File: config.mk
export PLATFORM = sky130hd
export DESIGN_NAME = aclock_multi
export DESIGN_NICKNAME = d
export VERILOG_FILES = /design/src/rtl/aclock_multi.sv
export SDC_FILE = /design/constraint.sdc
export NUM_CORES = 1
export LEC_CHECK = 0
export BUFFER_PORTS_ARGS = -buffer_cell sky130_fd_sc_hd__clkbuf_2
export CAP_MARGIN = 20
export CORE_MARGIN = 1.5
export CORE_UTILIZATION = 50
export CTS_CLUSTER_DIAMETER = 40
export DETAILED_ROUTE_END_ITERATION = 10
export HOLD_SLACK_MARGIN = 0.15
export PLACE_DENSITY = 0.73
export SYNTH_ARGS = -nofsm -noshare
export SYNTH_HDL_FRONTEND = slang
export SYNTH_SLANG_ARGS = --single-unit
File: constraint.sdc
create_clock -name clk -period 1.6 [get_ports clk]
set_input_delay 0.08 -clock clk [delete_from_list [all_inputs] [get_ports clk]]
set_output_delay 0.08 -clock clk [all_outputs]
set_load 0.01 [all_outputs]
File: src/rtl/aclock_multi.sv
// aclock_multi: 24 h BCD real-time clock with NUM_ALARMS alarm channels.
// Optional snooze: define ACLOCK_MULTI_SNOOZE_EN.
`timescale 1ns/1ps
module aclock_multi #(
    parameter int CLK_DIV    = 10,
    parameter int NUM_ALARMS = 4,
    parameter int SEL_W      = 2,
    parameter int SNOOZE_MIN = 5
) (
    input  logic                  clk,
    input  logic                  reset,
    input  logic [1:0]            H_in1,
    input  logic [3:0]            H_in0,
    input  logic [3:0]            M_in1,
    input  logic [3:0]            M_in0,
    input  logic                  LD_time,
    input  logic                  LD_alarm,
    input  logic [SEL_W-1:0]      AL_SEL,
    input  logic [NUM_ALARMS-1:0] AL_ON,
    input  logic [NUM_ALARMS-1:0] STOP_al,
`ifdef ACLOCK_MULTI_SNOOZE_EN
    input  logic [NUM_ALARMS-1:0] snooze,
`endif
    output logic [NUM_ALARMS-1:0] Alarm,
    output logic                  Alarm_any,
    output logic                  load_err,
    output logic                  tick_1s,
    output logic [1:0]            H_out1,
    output logic [3:0]            H_out0,
    output logic [3:0]            M_out1,
    output logic [3:0]            M_out0,
    output logic [3:0]            S_out1,
    output logic [3:0]            S_out0
);

    localparam int DW = $clog2(CLK_DIV);

    logic [DW-1:0]         r_div;
    logic [1:0]            r_h1;
    logic [3:0]            r_h0;
    logic [3:0]            r_m1;
    logic [3:0]            r_m0;
    logic [3:0]            r_s1;
    logic [3:0]            r_s0;
    logic [13:0]           r_alm [NUM_ALARMS];
    logic [NUM_ALARMS-1:0] r_alarm;
    logic                  r_adv;
    logic                  r_err;

    logic                  w_tick;
    logic                  w_valid;
    logic                  w_sel_ok;
    logic                  w_ld_time;
    logic                  w_ld_al;
    logic                  w_adv;
    logic [NUM_ALARMS-1:0] w_match;
    logic [NUM_ALARMS-1:0] w_ld_ch;

`ifdef ACLOCK_MULTI_SNOOZE_EN
    localparam logic [11:0] SNZ_LD = 12'(SNOOZE_MIN * 60);
    logic [11:0] r_snz [NUM_ALARMS];
`endif

    assign w_tick = (r_div == DW'(CLK_DIV - 1));

    assign w_valid = (H_in1 <= 2'd2) && (H_in0 <= 4'd9)
                  && ((H_in1 != 2'd2) || (H_in0 <= 4'd3))
                  && (M_in1 <= 4'd5) && (M_in0 <= 4'd9);

    assign w_sel_ok  = (32'(AL_SEL) < NUM_ALARMS);
    assign w_ld_time = LD_time && w_valid;
    assign w_ld_al   = LD_alarm && w_valid && w_sel_ok;
    // Any LD_time cycle, valid or not, suppresses the tick.
    assign w_adv     = w_tick && !LD_time;

    always_comb begin
        w_match = '0;
        w_ld_ch = '0;
        for (int i = 0; i < NUM_ALARMS; i++) begin
            w_match[i] = (r_alm[i] == {r_h1, r_h0, r_m1, r_m0})
                      && (r_s1 == 4'd0) && (r_s0 == 4'd0);
            w_ld_ch[i] = w_ld_al && (32'(AL_SEL) == i);
        end
    end

    always_ff @(posedge clk or negedge reset) begin
        if (!reset) begin
            r_div <= '0;
        end else if (w_ld_time || w_tick) begin
            r_div <= '0;
        end else begin
            r_div <= r_div + DW'(1);
        end
    end

    always_ff @(posedge clk or negedge reset) begin
        if (!reset) begin
            r_h1 <= '0;
            r_h0 <= '0;
            r_m1 <= '0;
            r_m0 <= '0;
            r_s1 <= '0;
            r_s0 <= '0;
        end else if (w_ld_time) begin
            r_h1 <= H_in1;
            r_h0 <= H_in0;
            r_m1 <= M_in1;
            r_m0 <= M_in0;
            r_s1 <= '0;
            r_s0 <= '0;
        end else if (w_adv) begin
            if (r_s0 != 4'd9) begin
                r_s0 <= r_s0 + 4'd1;
            end else begin
                r_s0 <= '0;
                if (r_s1 != 4'd5) begin
                    r_s1 <= r_s1 + 4'd1;
                end else begin
                    r_s1 <= '0;
                    if (r_m0 != 4'd9) begin
                        r_m0 <= r_m0 + 4'd1;
                    end else begin
                        r_m0 <= '0;
                        if (r_m1 != 4'd5) begin
                            r_m1 <= r_m1 + 4'd1;
                        end else begin
                            r_m1 <= '0;
                            if (r_h1 == 2'd2 && r_h0 == 4'd3) begin
                                r_h1 <= '0;
                                r_h0 <= '0;
                            end else if (r_h0 == 4'd9) begin
                                r_h0 <= '0;
                                r_h1 <= r_h1 + 2'd1;
                            end else begin
                                r_h0 <= r_h0 + 4'd1;
                            end
                        end
                    end
                end
            end
        end
    end

    always_ff @(posedge clk or negedge reset) begin
        if (!reset) begin
            r_adv <= 1'b0;
            r_err <= 1'b0;
        end else begin
            r_adv <= w_adv;
            r_err <= ((LD_time || LD_alarm) && !w_valid)
                  || (LD_alarm && !w_sel_ok);
        end
    end

    // Per channel: stop/disable, then reload, then snooze, then set.
    always_ff @(posedge clk or negedge reset) begin
        if (!reset) begin
            r_alarm <= '0;
            for (int i = 0; i < NUM_ALARMS; i++) begin
                r_alm[i] <= '0;
`ifdef ACLOCK_MULTI_SNOOZE_EN
                r_snz[i] <= '0;
`endif
            end
        end else begin
            for (int i = 0; i < NUM_ALARMS; i++) begin
                if (w_ld_ch[i]) begin
                    r_alm[i] <= {H_in1, H_in0, M_in1, M_in0};
                end
`ifdef ACLOCK_MULTI_SNOOZE_EN
                if (STOP_al[i] || !AL_ON[i] || w_ld_ch[i]) begin
                    r_alarm[i] <= 1'b0;
                    r_snz[i]   <= '0;
                end else if (snooze[i] && r_alarm[i]) begin
                    r_alarm[i] <= 1'b0;
                    r_snz[i]   <= SNZ_LD;
                end else begin
                    if (w_adv && r_snz[i] != '0) begin
                        r_snz[i] <= r_snz[i] - 12'd1;
                    end
                    if ((w_adv && r_snz[i] == 12'd1)
                        || (r_adv && w_match[i])) begin
                        r_alarm[i] <= 1'b1;
                    end
                end
`else
                if (STOP_al[i] || !AL_ON[i] || w_ld_ch[i]) begin
                    r_alarm[i] <= 1'b0;
                end else if (r_adv && w_match[i]) begin
                    r_alarm[i] <= 1'b1;
                end
`endif
            end
        end
    end

    assign Alarm     = r_alarm;
    assign Alarm_any = |r_alarm;
    assign load_err  = r_err;
    assign tick_1s   = w_tick;
    assign H_out1    = r_h1;
    assign H_out0    = r_h0;
    assign M_out1    = r_m1;
    assign M_out0    = r_m0;
    assign S_out1    = r_s1;
    assign S_out0    = r_s0;

endmodule

## Yosys cells after proc, flatten, opt, wreduce, memory -nomap -nowiden

Cells that the tools add are included.

- Add/sub/neg operators: 7
- $mul: 0
- Div/mod/pow operators: 0
- $lt $le $gt $ge: 5
- Eq/ne operators: 20
- Shift operators: 0
- Multiplexer cells: 43
- Bitwise operators: 0
- Reductions and logical operators: 57

Operators with widths:

| operator | count |
|---|---|
| $mux W4 | 27 |
| $eq A14 B14 Y1 | 4 |
| $logic_and A1 B1 Y1 | 25 |
| $add A4 B1 Y4 const B | 6 |
| $mux W2 | 8 |
| $logic_or A1 B1 Y1 | 11 |
| $ne A2 B2 Y1 const B | 5 |
| $reduce_bool A2 Y1 | 5 |
| $eq A4 B4 Y1 const B | 2 |
| $le A4 B4 Y1 const B | 2 |
| $logic_not A4 Y1 | 2 |
| $mux W1 | 8 |
| $ne A4 B3 Y1 const B | 2 |
| $ne A4 B4 Y1 const B | 2 |
| $eq A2 B2 Y1 const B | 3 |
| $logic_not A1 Y1 | 6 |
| $reduce_and A6 Y1 | 1 |
| $reduce_and A5 Y1 | 1 |
| $eq A4 B2 Y1 const B | 1 |
| $le A4 B2 Y1 const B | 1 |
| $le A4 B3 Y1 const B | 1 |
| $reduce_and A4 Y1 | 1 |
| $reduce_or A4 Y1 | 1 |
| $reduce_and A3 Y1 | 1 |
| 6 further kinds | 6 |

- Register bits after elaboration: 88
- Latch bits: 0
- Memory bits (writable): 0
- Memory bits (read-only): 0
- Bits of input ports: 28
- Output and inout bits: 29
- Memories: 0

## Longest topological paths before layout

- Depth after elaboration: 9
- Gate-level depth with buffers: 9
- Mapped depth without buffers: 8

## Least setup slack after synthesis

No wires, ideal clock.

- Path type: reg-to-reg
- Start: register r_m0[1] (netlist: M_out0[1])
- End: register r_h0[1] (netlist: H_out0[1])
- Library setup time: 0.082 ns
- Data arrival time: 1.681 ns
- Setup slack: -0.163 ns
- Cell stages (with the launch flop): 7
- Path buffers: 1
- Clock period less this slack: 1.763 ns
- Path through: dfrtp_1 buf_4 and4bb_2 and3_1 nand3_1 or3_1 a31oi_1

- Cells in the longest elaborated chain, start to end: 3

Ends and longest elaborated chain:

| element | line | RTL |
|---|---|---|
| from (decl) | 42 | `logic [3:0] r_m0;` |
| from (signal assigned) | 108 | `r_m0 <= M_in0;` |
| from (signal assigned) | 121 | `r_m0 <= r_m0 + 4'd1;` |
| $ne A4 B4 Y1 | 120 | `if (r_m0 != 4'd9) begin` |
| $ne A2 B2 Y1 (no source line) | n/a |  |
| $reduce_and A5 Y1 (no source line) | n/a |  |
| to (signal assigned) | 106 | `r_h0 <= H_in0;` |
| to (signal assigned) | 135 | `r_h0 <= r_h0 + 4'd1;` |
| to (decl) | 40 | `logic [3:0] r_h0;` |

Every way passes these cells.
A chain may end at the register's enable or synchronous reset.

## Worst setup path in the final report

- Start: register r_s0[1] (netlist: S_out0[1])
- End: register r_m1[3] (netlist: M_out1[3])

- Cells in the longest elaborated chain, start to end: 3

Ends and longest elaborated chain:

| element | line | RTL |
|---|---|---|
| from (decl) | 44 | `logic [3:0] r_s0;` |
| from (signal assigned) | 113 | `r_s0 <= r_s0 + 4'd1;` |
| $ne A4 B4 Y1 | 112 | `if (r_s0 != 4'd9) begin` |
| $ne A2 B2 Y1 (no source line) | n/a |  |
| $reduce_and A4 Y1 (no source line) | n/a |  |
| to (signal assigned) | 107 | `r_m1 <= M_in1;` |
| to (signal assigned) | 125 | `r_m1 <= r_m1 + 4'd1;` |
| to (decl) | 41 | `logic [3:0] r_m1;` |

Every way passes these cells.

==> qor.csv <==
stage,metric,value,unit
timing,final setup margin,-152.1,ps
grt,grt ovf,0,
timing,TNS Setup,-1566,ps
floorplanning,die outline width,99.54,um
timing,f_max,570.8,MHz
cells_and_area,Layout fillers,636,
yosys,share of the yosys chip area belonging to registers,0.4726,
setup_path,CP endpoint kind,flip-flop,
floorplanning,die area,9907,um2
setup_path,crit path DAT,2010,ps
cells_and_area,nets@finish,600,
grt,Total Routing Usage GR,0.2663,
setup_path,WP data required,1860,ps
setup_path,worst reg2reg path endpoint,M_out1[3]$_DFFE_PN0P_,
cts,CTS tree,done,
yosys,Main synth FF type,dfrtp_1,
worst_hold_path,min-delay worst type,in2reg,
cts,CTS Buf Count,9,
pwr,PwrDens,1126,nW/um2
timing,post-route minimum period,1752,ps
setup_path,end of the critical path,M_out1[3]$_DFFE_PN0P_,
setup_path,crit path max fanout,5,
cts,CTS root buf,clkbuf_8,
cells_and_area,P&R area growth vs syn,37.33,%
yosys,"EDFF count, synth",0,
timing,Post-Route Skew,9.981,ps
grt,number of global-route vias before repair,4029,
route,drt via density,5.615,
route,DRC,0,
yosys,post-synth net total,451,
cts,CTS Sinks,88,
cells_and_area,ANT cells,0,
setup_path,crit path launch,S_out0[1]$_DFFE_PN0P_,
route,Initial DRT Pass Iterations,4,
timing,final setup violating endpoints,18,
cts,Max Root-Sink Buffers,2,
setup_path,Crit Path Class,reg2reg,
timing,WHS,181.7,ps
floorplanning,Die Ht,99.54,um
run_status,status,finished with violations,
pwr,Leak,0.002940,uW
yosys,most common cell in the synthesized netlist,dfrtp_1,
setup_path,Reg2Reg Setup Slack,-150,ps
route,routed wire length,12810,um
floorplanning,starting density of the core,0.5091,
setup_path,crit start category,flip-flop,
cts,H-tree depth,3,
route,post-route ant nets,0,
timing,RSZ-0062 raised after global routing,true,
yosys,synth warn,0,
cts,Clock transition at path regs,100,ps
floorplanning,IO Pins,57,
yosys,asr flop ratio synth,1.000,
place,pre-CTS setup slack,-189.7,ps
grt,first-pass GRT wire length,20040,um
yosys,Synth top area share,0.4726,
cells_and_area,share of layout cells above drive strength 1,0.4692,
yosys,Syn Std Cell Area,4659,um2
pwr,overall power,7207,uW
yosys,Synth Area per Inst,11.23,um2
yosys,top post-synthesis cells by area,"dfrtp_1, mux2_2, xnor2_1",
place,Port Buffers,56,
setup_path,Worst R2R Path Depth,9,
run_status,failing checks,setup timing,
setup_path,worst r2r src,S_out0[1]$_DFFE_PN0P_,
cts,worst-skew pair later-pin latency,360,ps
floorplanning,core area,9153,um2
timing,Slew HR,0.6393,
floorplanning,row cnt,35,
yosys,Commonest cells post-synth,"dfrtp_1, mux2_2, xnor2_1",
route,DR iter-0 viols,146,
route,WL/cell,18.84,um
grt,initial antenna violation count,0,
place,gpl congestion,0.8536,
timing,Tcrit/Tclk final,1.095,
yosys,"Distinct cells, synth",45,
flow_run,max-cap viol count,0,
route,Via Count,3818,
yosys,Cells after Synth,415,
pwr,worst vdd ir,0.0006109,V
yosys,"flops & latches, synth",88,
yosys,Synth area leader,dfrtp_1,
grt,largest net degree at the start of global routing,34,
timing,Slew Limit Fails,0,
place,dpl hpwl,8831,um
timing,"Hold Vio Cnt, Final",0,
timing,worst slew pin tran,535.4,ps
cell families (layout without fill, tap and decap cells):
kind of cell             Yosys count  in the layout  share of synthesized area
AND/OR/NAND/NOR                  125            125                     0.1571
multiplexers                      56             56                     0.1345
buffers and inverters             34            188                    0.03759
adder cells (fa/ha/maj)            8              8                    0.02148
XOR/XNOR                          63             63                     0.1184
flip-flops                        88             88                     0.4726
AO/OA/AOI/OAI                     41             41                    0.05827
layer usage:
metal / global-route usage / routed length (um)
met5: 0 / 0
met4: 0.1170 / 360
met1: 0.3344 / 5369
met3: 0.03865 / 549
met2: 0.4589 / 6530
sequential cells by signal (all words and copies together) (netlist names):
register,cells
M_out0,4
H_out1,2
load_err,1
H_out0,4
Alarm,4
S_out1,4
r_adv,1
r_div,4
r_alm,56
M_out1,4
S_out0,4
layout make-up:
type | instances | area, um2 | area share
clock buffers | 9 | 123.9 | 0.01936
clock inverters | 7 | 77.57 | 0.01212
well taps | 111 | 138.9 | 0.02171
multi-input cells | 293 | 2564 | 0.4007
repair buffers | 161 | 1240 | 0.1938
flip-flops and latches | 88 | 2208 | 0.3451
inverters | 11 | 46.29 | 0.007235
placed cells by master, fill, tap and decap left out, types with 8 or more instances in the layout:
master,instances
dfrtp_1,83
buf_4,70
clkbuf_2,55
mux2_2,53
xnor2_1,34
nor2_1,28
xor2_1,27
dlygate4sd3_1,22
nand2_1,15
nand4_1,14
clkbuf_8,9
inv_1,8
a21oi_1,8
critical path, stage by stage (launching register included):
cell and delay [ps]:
dfrtp_1 400, inv_2 90, ha_4 130, nand3b_1 150, nor3_4 260, buf_4 150, buf_6 110, nand4_1 130
xnor2_1 180, nor2_1 60
timing repair:
action                                  CTS  global route
pin swaps                                12            22
hold endpoints to repair                145             0
setup buffers                             5             5
gates resized for setup                  32            45
endpoints found under the setup margin   21            24
hold buffers                             22             0
cloned                                    0             1
worst min path at each step:
stage	startpoint	end	cells past startpoint
floorplan	reset	Alarm[0]$_DFFE_PN0P_	0
global placement	reset	S_out1[0]$_DFFE_PN0P_	1
detailed placement	reset	S_out1[1]$_DFFE_PN0P_	1
CTS	M_in1[2]	r_alm[34]$_DFFE_PN0P_	3
global route	M_in1[1]	M_out1[1]$_DFFE_PN0P_	4
finish	M_in1[1]	M_out1[1]$_DFFE_PN0P_	4
through the flow:
stage	cell area (um2)	cells	utilization
after global placement	5597	631	0.6115
after CTS	6173	674	0.6745
final	6399	680	0.6991
after global routing	6399	680	0.6991
after floorplan	4706	415	-
after detailed placement	5597	631	0.6115
power by group:
| part | internal (uW) | total, uW | switching, uW |
|---|---|---|---|
| Sequential | 2630 | 3030 | 407 |
| Combinational | 1330 | 2570 | 1240 |
| Clock | 739 | 1600 | 864 |
Power figures use the tool's default switching activity.
